==> src/rtl/stoch_scale_sched.sv <==
// Round-robin share of one stochastic scaler: CLEAR, EPOCH-cycle RUN, DRAIN, then REPORT a ones count.
// Latency REQ->DONE is EPOCH+3 cycles; no backpressure, a requester dropping REQ aborts its grant.
module stoch_scale_sched #(
  parameter int NREQ  = 4,
  parameter int EPOCH = 256,
  parameter int CW    = 9,
  parameter int IDW   = 2
) (
  input  logic            CLK,
  input  logic            RST,
  input  logic [NREQ-1:0] REQ,
  input  logic [NREQ-1:0] BITS_IN,
  output logic [NREQ-1:0] GNT,
  output logic            SC_IN,
  output logic            SC_CLR,
  input  logic            SC_OUT,
  output logic            DONE,
  output logic [IDW-1:0]  DONE_ID,
  output logic [CW-1:0]   COUNT,
  output logic            BUSY
);

  typedef enum logic [2:0] {IDLE, CLEAR, RUN, DRAIN, REPORT} state_t;

  localparam logic [CW-1:0]  BC_LAST = CW'(EPOCH - 1);
  localparam logic [IDW-1:0] ID_LAST = IDW'(NREQ - 1);
  localparam logic [IDW:0]   NREQ_W  = (IDW+1)'(NREQ);

  state_t          state, state_n;
  logic [IDW-1:0]  ptr, gid, gid_n, gid_inc, win;
  logic [IDW:0]    idx;
  logic            win_vld, abort, active;
  logic [CW-1:0]   bc, acc;
  logic [NREQ-1:0] gnt_n;

  // Nearest set request at or after ptr, wrapping modulo NREQ.
  always_comb begin
    win     = ptr;
    win_vld = 1'b0;
    idx     = '0;
    for (int i = 0; i < NREQ; i++) begin
      idx = {1'b0, ptr} + (IDW+1)'(i);
      if (idx >= NREQ_W) idx = idx - NREQ_W;
      if (!win_vld && REQ[idx[IDW-1:0]]) begin
        win     = idx[IDW-1:0];
        win_vld = 1'b1;
      end
    end
  end

  assign gid_inc = (gid == ID_LAST) ? '0 : gid + IDW'(1);
  assign active  = (state == CLEAR) || (state == RUN) || (state == DRAIN);
  assign abort   = active && !REQ[gid];

  always_comb begin
    state_n = state;
    SC_IN   = 1'b0;
    SC_CLR  = 1'b0;
    DONE    = 1'b0;
    BUSY    = (state != IDLE);
    gid_n   = (state == IDLE) ? win : gid;
    gnt_n   = '0;
    case (state)
      IDLE:   if (win_vld) state_n = CLEAR;
      CLEAR: begin
        SC_CLR  = 1'b1;
        state_n = abort ? IDLE : RUN;
      end
      RUN: begin
        SC_IN = BITS_IN[gid];
        if (abort)              state_n = IDLE;
        else if (bc == BC_LAST) state_n = DRAIN;
      end
      DRAIN:  state_n = abort ? IDLE : REPORT;
      REPORT: begin
        DONE    = 1'b1;
        state_n = IDLE;
      end
      default: state_n = IDLE;
    endcase
    if (state_n == CLEAR || state_n == RUN || state_n == DRAIN) gnt_n[gid_n] = 1'b1;
  end

  always_ff @(posedge CLK) begin
    if (RST) begin
      state   <= IDLE;
      ptr     <= '0;
      gid     <= '0;
      GNT     <= '0;
      bc      <= '0;
      acc     <= '0;
      COUNT   <= '0;
      DONE_ID <= '0;
    end else begin
      state <= state_n;
      GNT   <= gnt_n;
      case (state)
        IDLE: if (win_vld) gid <= win;
        CLEAR: begin
          bc  <= '0;
          acc <= '0;
        end
        RUN: begin
          bc <= bc + CW'(1);
          // Output sample at bc=0 still reflects the cleared memory, not stream bit 0.
          if (bc != '0 && SC_OUT) acc <= acc + CW'(1);
        end
        DRAIN: begin
          acc <= acc + CW'(SC_OUT);
          if (!abort) begin
            COUNT   <= acc + CW'(SC_OUT);
            DONE_ID <= gid;
          end
        end
        REPORT: ptr <= gid_inc;
        default: ;
      endcase
      if (abort) ptr <= gid_inc;
    end
  end

endmodule

==> config.mk <==
export PLATFORM = sky130hd
export DESIGN_NAME = stoch_scale_sched
export DESIGN_NICKNAME = d
export VERILOG_FILES = /design/src/rtl/stoch_scale_sched.sv
export SDC_FILE = /design/constraint.sdc
export NUM_CORES = 1
export LEC_CHECK = 0
export ABC_CLOCK_PERIOD_IN_PS = 3700
export CORE_MARGIN = 2
export CORE_UTILIZATION = 55
export CTS_CLUSTER_DIAMETER = 100
export CTS_CLUSTER_SIZE = 8
export DETAILED_ROUTE_END_ITERATION = 8
export GPL_ROUTABILITY_DRIVEN = 0
export GPL_TIMING_DRIVEN = 0
export PLACE_DENSITY = 0.8
export SYNTH_ARGS = -nofsm -noshare
export SYNTH_HDL_FRONTEND = slang
export SYNTH_SLANG_ARGS = --single-unit
==> constraint.sdc <==
create_clock -name CLK -period 3.7 [get_ports CLK]
set_input_delay 0.555 -clock CLK [delete_from_list [all_inputs] [get_ports CLK]]
set_output_delay 0.555 -clock CLK [all_outputs]
set_load 0.01 [all_outputs]
# --- Word-level counts from Yosys, hierarchy flattened ---
# Cells that the tools add are included.
totals:
  inputBits: 11
  n_memories: 0
  ram_bits: 0
  out_inout_bits: 19
  latch_bits: 0
  ff_bits: 40
  romBits: 0
  elab_cells: 108
classes:
  n_reduce_logical: 24
  eq_ne: 10
  bitwise_logic: 2
  n_mux: 42
  n_div: 0
  shifts: 0
  n_lt_le_gt_ge: 11
  n_addsub: 11
  multipliers: 0
op_table:
  columns: ["cell", "n"]
  rows:
  - ["9-bit case mux with 3 select lines", 1]
  - ["2-bit two-way mux", 13]
  - ["9-bit by 1-bit adder with 9-bit output, second input constant", 2]
  - ["2-bit by 3-bit < comparator with 1-bit output, second input constant", 6]
  - ["9-bit case mux with 2 select lines", 1]
  - ["1-bit two-way mux", 14]
  - ["1-bit binary-select mux with 2-bit select", 6]
  - ["3-bit by 2-bit equality test with 1-bit output, second input constant", 4]
  - ["3-bit two-way mux", 4]
  - ["3-bit case mux with 4 select lines", 1]
  - ["9-bit by 1-bit adder with 9-bit output", 1]
  - ["9-bit by 8-bit equality test with 1-bit output, second input constant", 1]
  - ["3-bit >= comparator, second input constant", 3]
  - ["9-bit two-way mux", 1]
  - ["9-bit nonzero test", 1]
  - ["2-bit by 1-bit subtractor with 2-bit output, second input constant", 4]
  - ["2-bit by 2-bit adder with 3-bit output, second input constant", 2]
  - ["3-bit by 1-bit equality test with 1-bit output, second input constant", 2]
  - ["1-bit logical AND", 6]
  - ["2-bit AND reduction", 3]
  - ["3-bit nonzero test", 2]
  - ["1-bit logical NOT", 4]
  - ["1-bit logical OR", 4]
  - ["2-bit nonzero test", 2]
  - ["other kinds (11)", 12]

# --- Longest topological paths before layout ---
# Gate-level depths: netlist of the first run.
logic_depth:
  ltp_word: 21
  ltp_mapped: 7
  ltp_nobuf: 7

# --- Worst setup path before layout of the first run ---
# No wires, ideal clock.
synth_timing:
  kind: "input-to-reg"
  from: "input port SC_OUT"
  to: "register acc[8]"
  arrival_ns: 1.774
  path_stages: 7
  path_buffers: 0
  setup_ns: 0.092
  slack_ns: 1.833
  required_ns: 3.608
  cell_sequence: "ha_1 > ha_1 > nand3_1 > or2_2 > nor3_1 > a21oi_1 > o32ai_1"
synth_via:
  elab_chain_cells: 3
  elab_cells_between_ends: 5
  cone_classes: "add/sub: 1; eq/ne: 1; mux: 1; reduce/logical: 2"
synth_lines:
  columns: ["item", "line", "source"]
  rows:
  - ["start, declared", "16", "input logic SC_OUT,"]
  - ["branches (longest 3 deep; another with 9-bit by 1-bit adder with 9-bit output)", null, null]
  - ["end signal, assigned", "106", "if (bc != '0 && SC_OUT) acc <= acc + CW'(1);"]
  - ["end signal, assigned", "109", "acc <= acc + CW'(SC_OUT);"]
  - ["end, declared", "33", "logic [CW-1:0] bc, acc;"]
# Several ways; the timed one is not identified.
# A chain may end at the register's enable or synchronous reset.

# --- Worst setup path in the final report of the first run ---
layout_timing:
  from: "register state[2]"
  to: "output port SC_IN"
layout_via:
  elab_chain_cells: 2
layout_lines:
  columns: ["item", "line", "source"]
  rows:
  - ["start, declared", "29", "state_t state, state_n;"]
  - ["start signal, assigned", "95", "state <= state_n;"]
  - ["3-bit by 2-bit equality test with 1-bit output", "63", "case (state)"]
  - ["1-bit two-way mux", "63", null]
  - ["end, declared", "14", "output logic SC_IN,"]
# Every way passes these cells.

==> impl_metrics.csv, run 1 <==
group,metric,value,unit
run_status,status,"complete, no violations",
critical_path,cp-end-kind,"output port",
critical_path,critPathLaunchType,"flop",
synth,yosys.cell_types.count,54,
sta,finalHoldViolCount,0,
synth,synth-edff-count,0,
drt,final_antenna_net_count,0,
global_routing,grt.total_usage,24.1,%
synth,synth_fp_nets,280,
drt,post_drt_wl_per_cell,14.1,µm
drt,wl_met3,263,µm
global_routing,overflow,0,
drt,drc,0,
global_routing,grt_pass1_vias,1789,
synth,ys_seq_area_share,35.5,%
synth,avgSynthCellArea,8.62,µm²
drt,drt_wl_total,4920,µm
place,numPortBuffers,29,
die,core.rowCount,23,
sta,slew_headroom,53.7,%
drt,wl_met2,2360,µm
die,dieArea,0.00463,mm²
drt,m1WireLength,2190,µm
pwr,pwr-share-comb,18.6,%
clocking,cts.sinks,40,
sta,drv_slew,0,
global_routing,grt_max_degree,13,
place,place_ws,1.06,ns
synth,synth_top_cell_area_share,35.5,%
sta,finClkSkew,0.00465,ns
pwr,p_switching,0.271,mW
clocking,cts_buffer_depth,2,
sta,period_minus_slack,2.82,ns
pwr,power_frac_clock,38.5,%
clocking,post_cts_buffers,0,
clocking,cts_made_buffers,5,
sta,fmax,355,MHz
drt,first_pass_iters,4,
synth,synth_area,0.00226,mm²
clocking,cts_tree,"done",
critical_path,cp_data_arrival_time,2.26,ns
synth,ys_ff_latch,40,
final_layout,layout.cells.non_filler,348,
global_routing,antenna_found_initial,0,
critical_path,required,3.14,ns
clocking,cts.hold.buffers_added,0,
pwr,pwr-share-seq,42.8,%
synth,synth-async-reset-ratio,0,%
job,max_cap_viol_count,0,
drt,drtIter0Drc,111,
critical_path,crit_start,"state[2]",
pwr,swShare,25.1,%
sta,fin_crit_sh,76.1,%
place,dp.final_hpwl,3600,µm
critical_path,critical_path_class,"flop to output port",
place,dp.cells,341,
die,die_w,68.1,µm
synth,synth-main-ff-cell,"dfxtp_1",
global_routing,grt_first_pass_wirelength,8250,µm
critical_path,crit_path_max_fanout,10,
drt,via_per_inst,5.79,
sta,setup_slack,0.885,ns
final_layout,diodes,0,
sta,finalSetupViolations,0,
drt,num_vias,2016,
pwr,internal-power,0.809,mW
die,die_h,68.1,µm
synth,ys_warn_count,0,
sta,rsz0062_at_grt,"false",
pwr,total_power,1.08,mW
die,core_area,0.00397,mm²
clocking,clock_latency,0.30,ns
sta,worst_slew_pin_slew,0.695,ns
synth,yosys-top-cells-area,"dfxtp_1, nor2_1, a21oi_1, a211oi_2, ha_1",
clocking,cts_root_buf,"clkbuf_8",
sta,tns,0,ns
drt,top_layer_used,"met4",
final_layout,drive_gt1_share,13.1,%
pwr,power.density,394,mW/mm²
worst_hold_path,hold_class,"flop to flop",
die,boundaryPins,30,
synth,netlist_instances,262,
critical_path,r2r_start,"acc[0]",
clocking,clkSlewWorstSetupHoldPaths,0.08,ns
pwr,irDropWorstVdd,0.278,mV
clocking,ctsResizeCount,0,
pwr,p_leak,0.949,nW
synth,synth.largest_area_cell,"dfxtp_1",
worst_hold_path,holdCritStartpoint,"bc[8]",
die,initial_utilization,56.8,%
final_layout,synthToLayoutAreaGrowth,21.3,%
final_layout,nets,316,
clocking,htree_levels,2,
Yosys cell counts (2+ instances only):
cell	n
dfxtp_1	40
nor2_1	34
a21oi_1	18
nand2_1	15
nand3_1	9
o21ai_0	9
mux2i_1	8
nor3_1	8
a211oi_2	7
ha_1	7
inv_1	7
buf_2	6
clkbuf_1	6
nand2b_1	6
nor2b_1	6
or2_2	6
xnor2_1	5
a31oi_1	4
or3_1	4
or4_1	4
xor2_1	4
and2_1	3
nand4_1	3
o211ai_1	3
o32ai_1	3
a22oi_1	2
and3_1	2
and3b_1	2
buf_12	2
mux2_2	2
nand3b_1	2
nor2_2	2
nor4_1	2
final cells by class:
| cell class | instances | area (µm²) |
|---|---|---|
| plain buffers | 16 | 104 |
| clock buffers | 5 | 68.8 |
| clock inverters | 2 | 60.1 |
| fillers | 335 | 1230 |
| inverters | 7 | 26.3 |
| multi-input cells | 199 | 1330 |
| flip-flops and latches | 40 | 801 |
| well taps | 50 | 62.6 |
| repair buffers | 29 | 290 |
routing by layer:
layer | up-vias | GRT usage (%)
li1 | 1015 | -
met1 | 939 | 29.7
met2 | 52 | 39.1
met3 | 10 | 6.74
met4 | 0 | 11.0
met5 | - | 0
power groups by stage:
stage / Combinational [mW] / Sequential [mW] / Clock, mW
2_1_floorplan: 0.128 / 0.474 / 0
4_1_cts: 0.200 / 0.463 / 0.425
3_3_place_gp: 0.196 / 0.472 / 0
5_1_grt: 0.220 / 0.466 / 0.446
6_report: 0.201 / 0.463 / 0.416
3_5_place_dp: 0.199 / 0.473 / 0
sequential cells by signal, summed over array words and instances, names as in the netlist:
name     cells
DONE_ID      2
ptr          2
COUNT        9
state        3
bc           9
GNT          4
acc          9
gid          2
path summary, 6_finish.rpt:
kind            end  slack [ns]  cells past startpoint
max           SC_IN        0.88                      5
min           bc[8]        0.50                      2
max reg2reg  acc[8]        1.76                      7
min reg2reg   bc[8]        0.50                      2
cells by family after synthesis:
| logic type | Yosys count | synth area share, % |
|---|---|---|
| AO/OA/AOI/OAI | 54 | 16.8 |
| XOR/XNOR | 9 | 3.49 |
| adder cells (fa/ha/maj) | 7 | 3.88 |
| buffers and inverters | 23 | 5.77 |
| flip-flops | 40 | 35.5 |
| multiplexers | 12 | 6.71 |
| AND/OR/NAND/NOR | 117 | 27.9 |
critical path: stages, from the launching register on:
cell and delay (ns):
dfxtp_1 0.30, buf_2 0.18, nand2b_4 0.17, nor2_1 0.53, and2_1 0.23, clkdlybuf4s50_1 0.55
layout by cell type (no fill, tap or decap), drive strengths merged, types with 2 or more instances in the layout:
master,netlist,routed
dfxtp,40,40
nor2,36,36
clkdlybuf4s50,0,29
a21oi,18,18
nand2,15,15
clkbuf,6,11
o21ai,10,10
buf,10,10
nand3,9,9
nor3,9,9
mux2i,8,8
a211oi,8,8
inv,7,7
ha,7,7
nand2b,7,7
or2,7,7
nor2b,6,6
xnor2,5,5
or4,5,5
xor2,4,4
a31oi,4,4
or3,4,4
and2,3,3
nand4,3,3
o32ai,3,3
o211ai,3,3
and3,3,3
nor4,2,2
nand3b,2,2
a22oi,2,2
mux2,2,2
and3b,2,2
bufinv,0,2
mux4,2,2
per-stage QoR:
step           hold WS, ns  util, %  area [µm²]
3_5_place_dp         0.490     65.7        2610
4_1_cts              0.508     69.0        2740
2_1_floorplan        0.454        -        2260
3_3_place_gp         0.468     65.7        2610
5_1_grt              0.538     69.0        2740
6_report             0.504     69.0        2740
Note: power is estimated with default switching activity, not from simulation.
==> run 2: changes to the inputs <==
- ABC_CLOCK_PERIOD_IN_PS: 3700 -> 2900
- clock period: 3.7 -> 2.9 ns (I/O delays scaled with it)
==> results of run 2 <==
Same layout as run 1 (identical final DEF). Status: complete, no violations.
Among the figures that moved: setup slack after placement 1.06 ns -> 0.466 ns; setup slack after layout 0.885 ns -> 0.205 ns; register-to-register setup slack 1.76 ns -> 0.96 ns; total power 1.08 mW -> 1.38 mW; worst IR drop on VDD 0.278 mV -> 0.354 mV
==> run 3: changes to the inputs <==
- CELL_PAD_IN_SITES_DETAIL_PLACEMENT: unset -> 1
- CELL_PAD_IN_SITES_GLOBAL_PLACEMENT: unset -> 1
- CORE_UTILIZATION: 55 -> 41
- PLACE_DENSITY: 0.8 -> unset
- PLACE_DENSITY_LB_ADDON: unset -> 0.1
==> run 3 against run 2 <==
Effect of this change: die area increased by 32%; critical path type unchanged; clock skew increased by 0.0012 ns; cell area increased by 2.1%; clock power increased by 21%; sequential power about the same; cell count increased by 6.6%; wire length increased by 19%.
==> impl_metrics.csv, run 3 (same netlist as run 1, synthesis figures left out) <==
group,metric,value,unit
sta,drv_slew,0,
final_layout,top_regs,"COUNT x9, acc x9, bc x9",
pwr,p_leak,0.964,nW
drt,post_drt_wl_per_cell,15.7,µm
sta,period_minus_slack,2.66,ns
global_routing,antenna_found_initial,0,
final_layout,multiInputGateArea,0.00133,mm²
clocking,cts.hold.buffers_added,0,
critical_path,worstRegToRegCells,7,
final_layout,synthToLayoutAreaGrowth,23.9,%
place,dp.final_hpwl,4300,µm
clocking,cts_tree,"done",
die,initial_utilization,41.8,%
drt,final_antenna_net_count,0,
place,dp.cells,363,
sta,slew_headroom,55.0,%
final_layout,drive_gt1_share,13.4,%
die,boundaryPins,30,
drt,drc,0,
final_layout,final_util,51.7,%
global_routing,grt_max_degree,14,
pwr,total_power,1.50,mW
final_layout,final_common_cell,"dfxtp_1",
sta,tns,0,ns
final_layout,seqCellArea,801,µm²
die,core_area,0.00541,mm²
critical_path,crit_start,"state[2]",
die,die_h,78.2,µm
die,die_w,78.2,µm
run_status,status,"complete, no violations",
clocking,cts_buffer_depth,2,
critical_path,r2r_start,"acc[0]",
clocking,ctsResizeCount,0,
critical_path,cp-end-kind,"output port",
worst_hold_path,hold_class,"flop to flop",
clocking,cts_root_buf,"clkbuf_8",
critical_path,critPathLaunchType,"flop",
drt,via_per_inst,5.44,
worst_hold_path,whs_path_depth,2,
sta,finClkSkew,0.00587,ns
clocking,clkSlewWorstSetupHoldPaths,0.08,ns
pwr,irDropWorstVdd,0.243,mV
drt,drt_wl_total,5830,µm
sta,rsz0062_at_grt,"false",
critical_path,critical_path_class,"flop to output port",
sta,fin_crit_sh,91.8,%
sta,fmax,376,MHz
drt,num_vias,2020,
sta,finalSetupViolations,0,
global_routing,overflow,0,
clocking,post_cts_buffers,0,
final_layout,nets,316,
global_routing,grt_pass1_vias,2052,
critical_path,cp_data_arrival_time,2.23,ns
sta,holdWs,0.505,ns
clocking,htree_levels,2,
drt,first_pass_iters,4,
final_layout,final_cell_mix,"dfxtp_1, nor2_1, clkdlybuf4s50_1",
place,numPortBuffers,29,
die,core.rowCount,27,
clocking,cts.sinks,40,
drt,drtIter0Drc,55,
sta,worst_slew_pin_slew,0.675,ns
critical_path,crit_path_max_fanout,10,
clocking,cts_made_buffers,5,
critical_path,required,2.47,ns
pwr,power.density,536,mW/mm²
sta,finalHoldViolCount,0,
final_layout,diodes,0,
die,dieArea,0.00611,mm²
global_routing,grt_first_pass_wirelength,9810,µm
clocking,clock_latency,0.30,ns
job,max_cap_viol_count,0,
worst_hold_path,holdCritStartpoint,"COUNT[1]",
global_routing,grt.total_usage,20.4,%
final_layout,layout.cells.non_filler,371,
final_layout,nFillCells,653,
-- run 3: final timing paths --
| kind | end | slack (ns) |
|---|---|---|
| worst max register to register | acc[8] | 0.89 |
| worst min register to register | COUNT[1] | 0.51 |
| worst max-delay path | SC_IN | 0.24 |
| worst min-delay path | COUNT[1] | 0.51 |
-- run 3: final cells by class --
type / instances / area share, %
well taps: 72 / 3.22
repair buffers: 29 / 10.4
plain buffers: 16 / 3.71
multi-input cells: 199 / 47.4
inverters: 7 / 0.940
clock buffers: 5 / 2.46
clock inverters: 3 / 3.22
flip-flops and latches: 40 / 28.6
-- run 3: per-stage QoR --
stage	worst slack, ns	instance area [µm²]
after floorplan	1.15	2260
after global placement	0.442	2640
after detailed placement	0.369	2640
after CTS	0.217	2800
after global routing	0.0858	2800
final	0.238	2800
-- run 3: per-layer routing --
layer	track usage [%]	share of wire [%]
met5	0	0
met4	7.89	1.8
met3	2.87	2.6
met2	34.4	49
met1	26.4	47
-- run 3: worst max-delay path, stage by stage, from the launching register on --
cell and delay [ns]:
dfxtp_1 0.30, buf_2 0.18, nand2b_4 0.17, nor2_1 0.50, and2_1 0.23, clkdlybuf4s50_1 0.53
-- run 3: report_power, final --
part           internal (mW)  leakage [nW]  switching (mW)
combinational          0.121         0.561           0.143
clock                  0.431        0.0784           0.213
sequential             0.572         0.324          0.0194
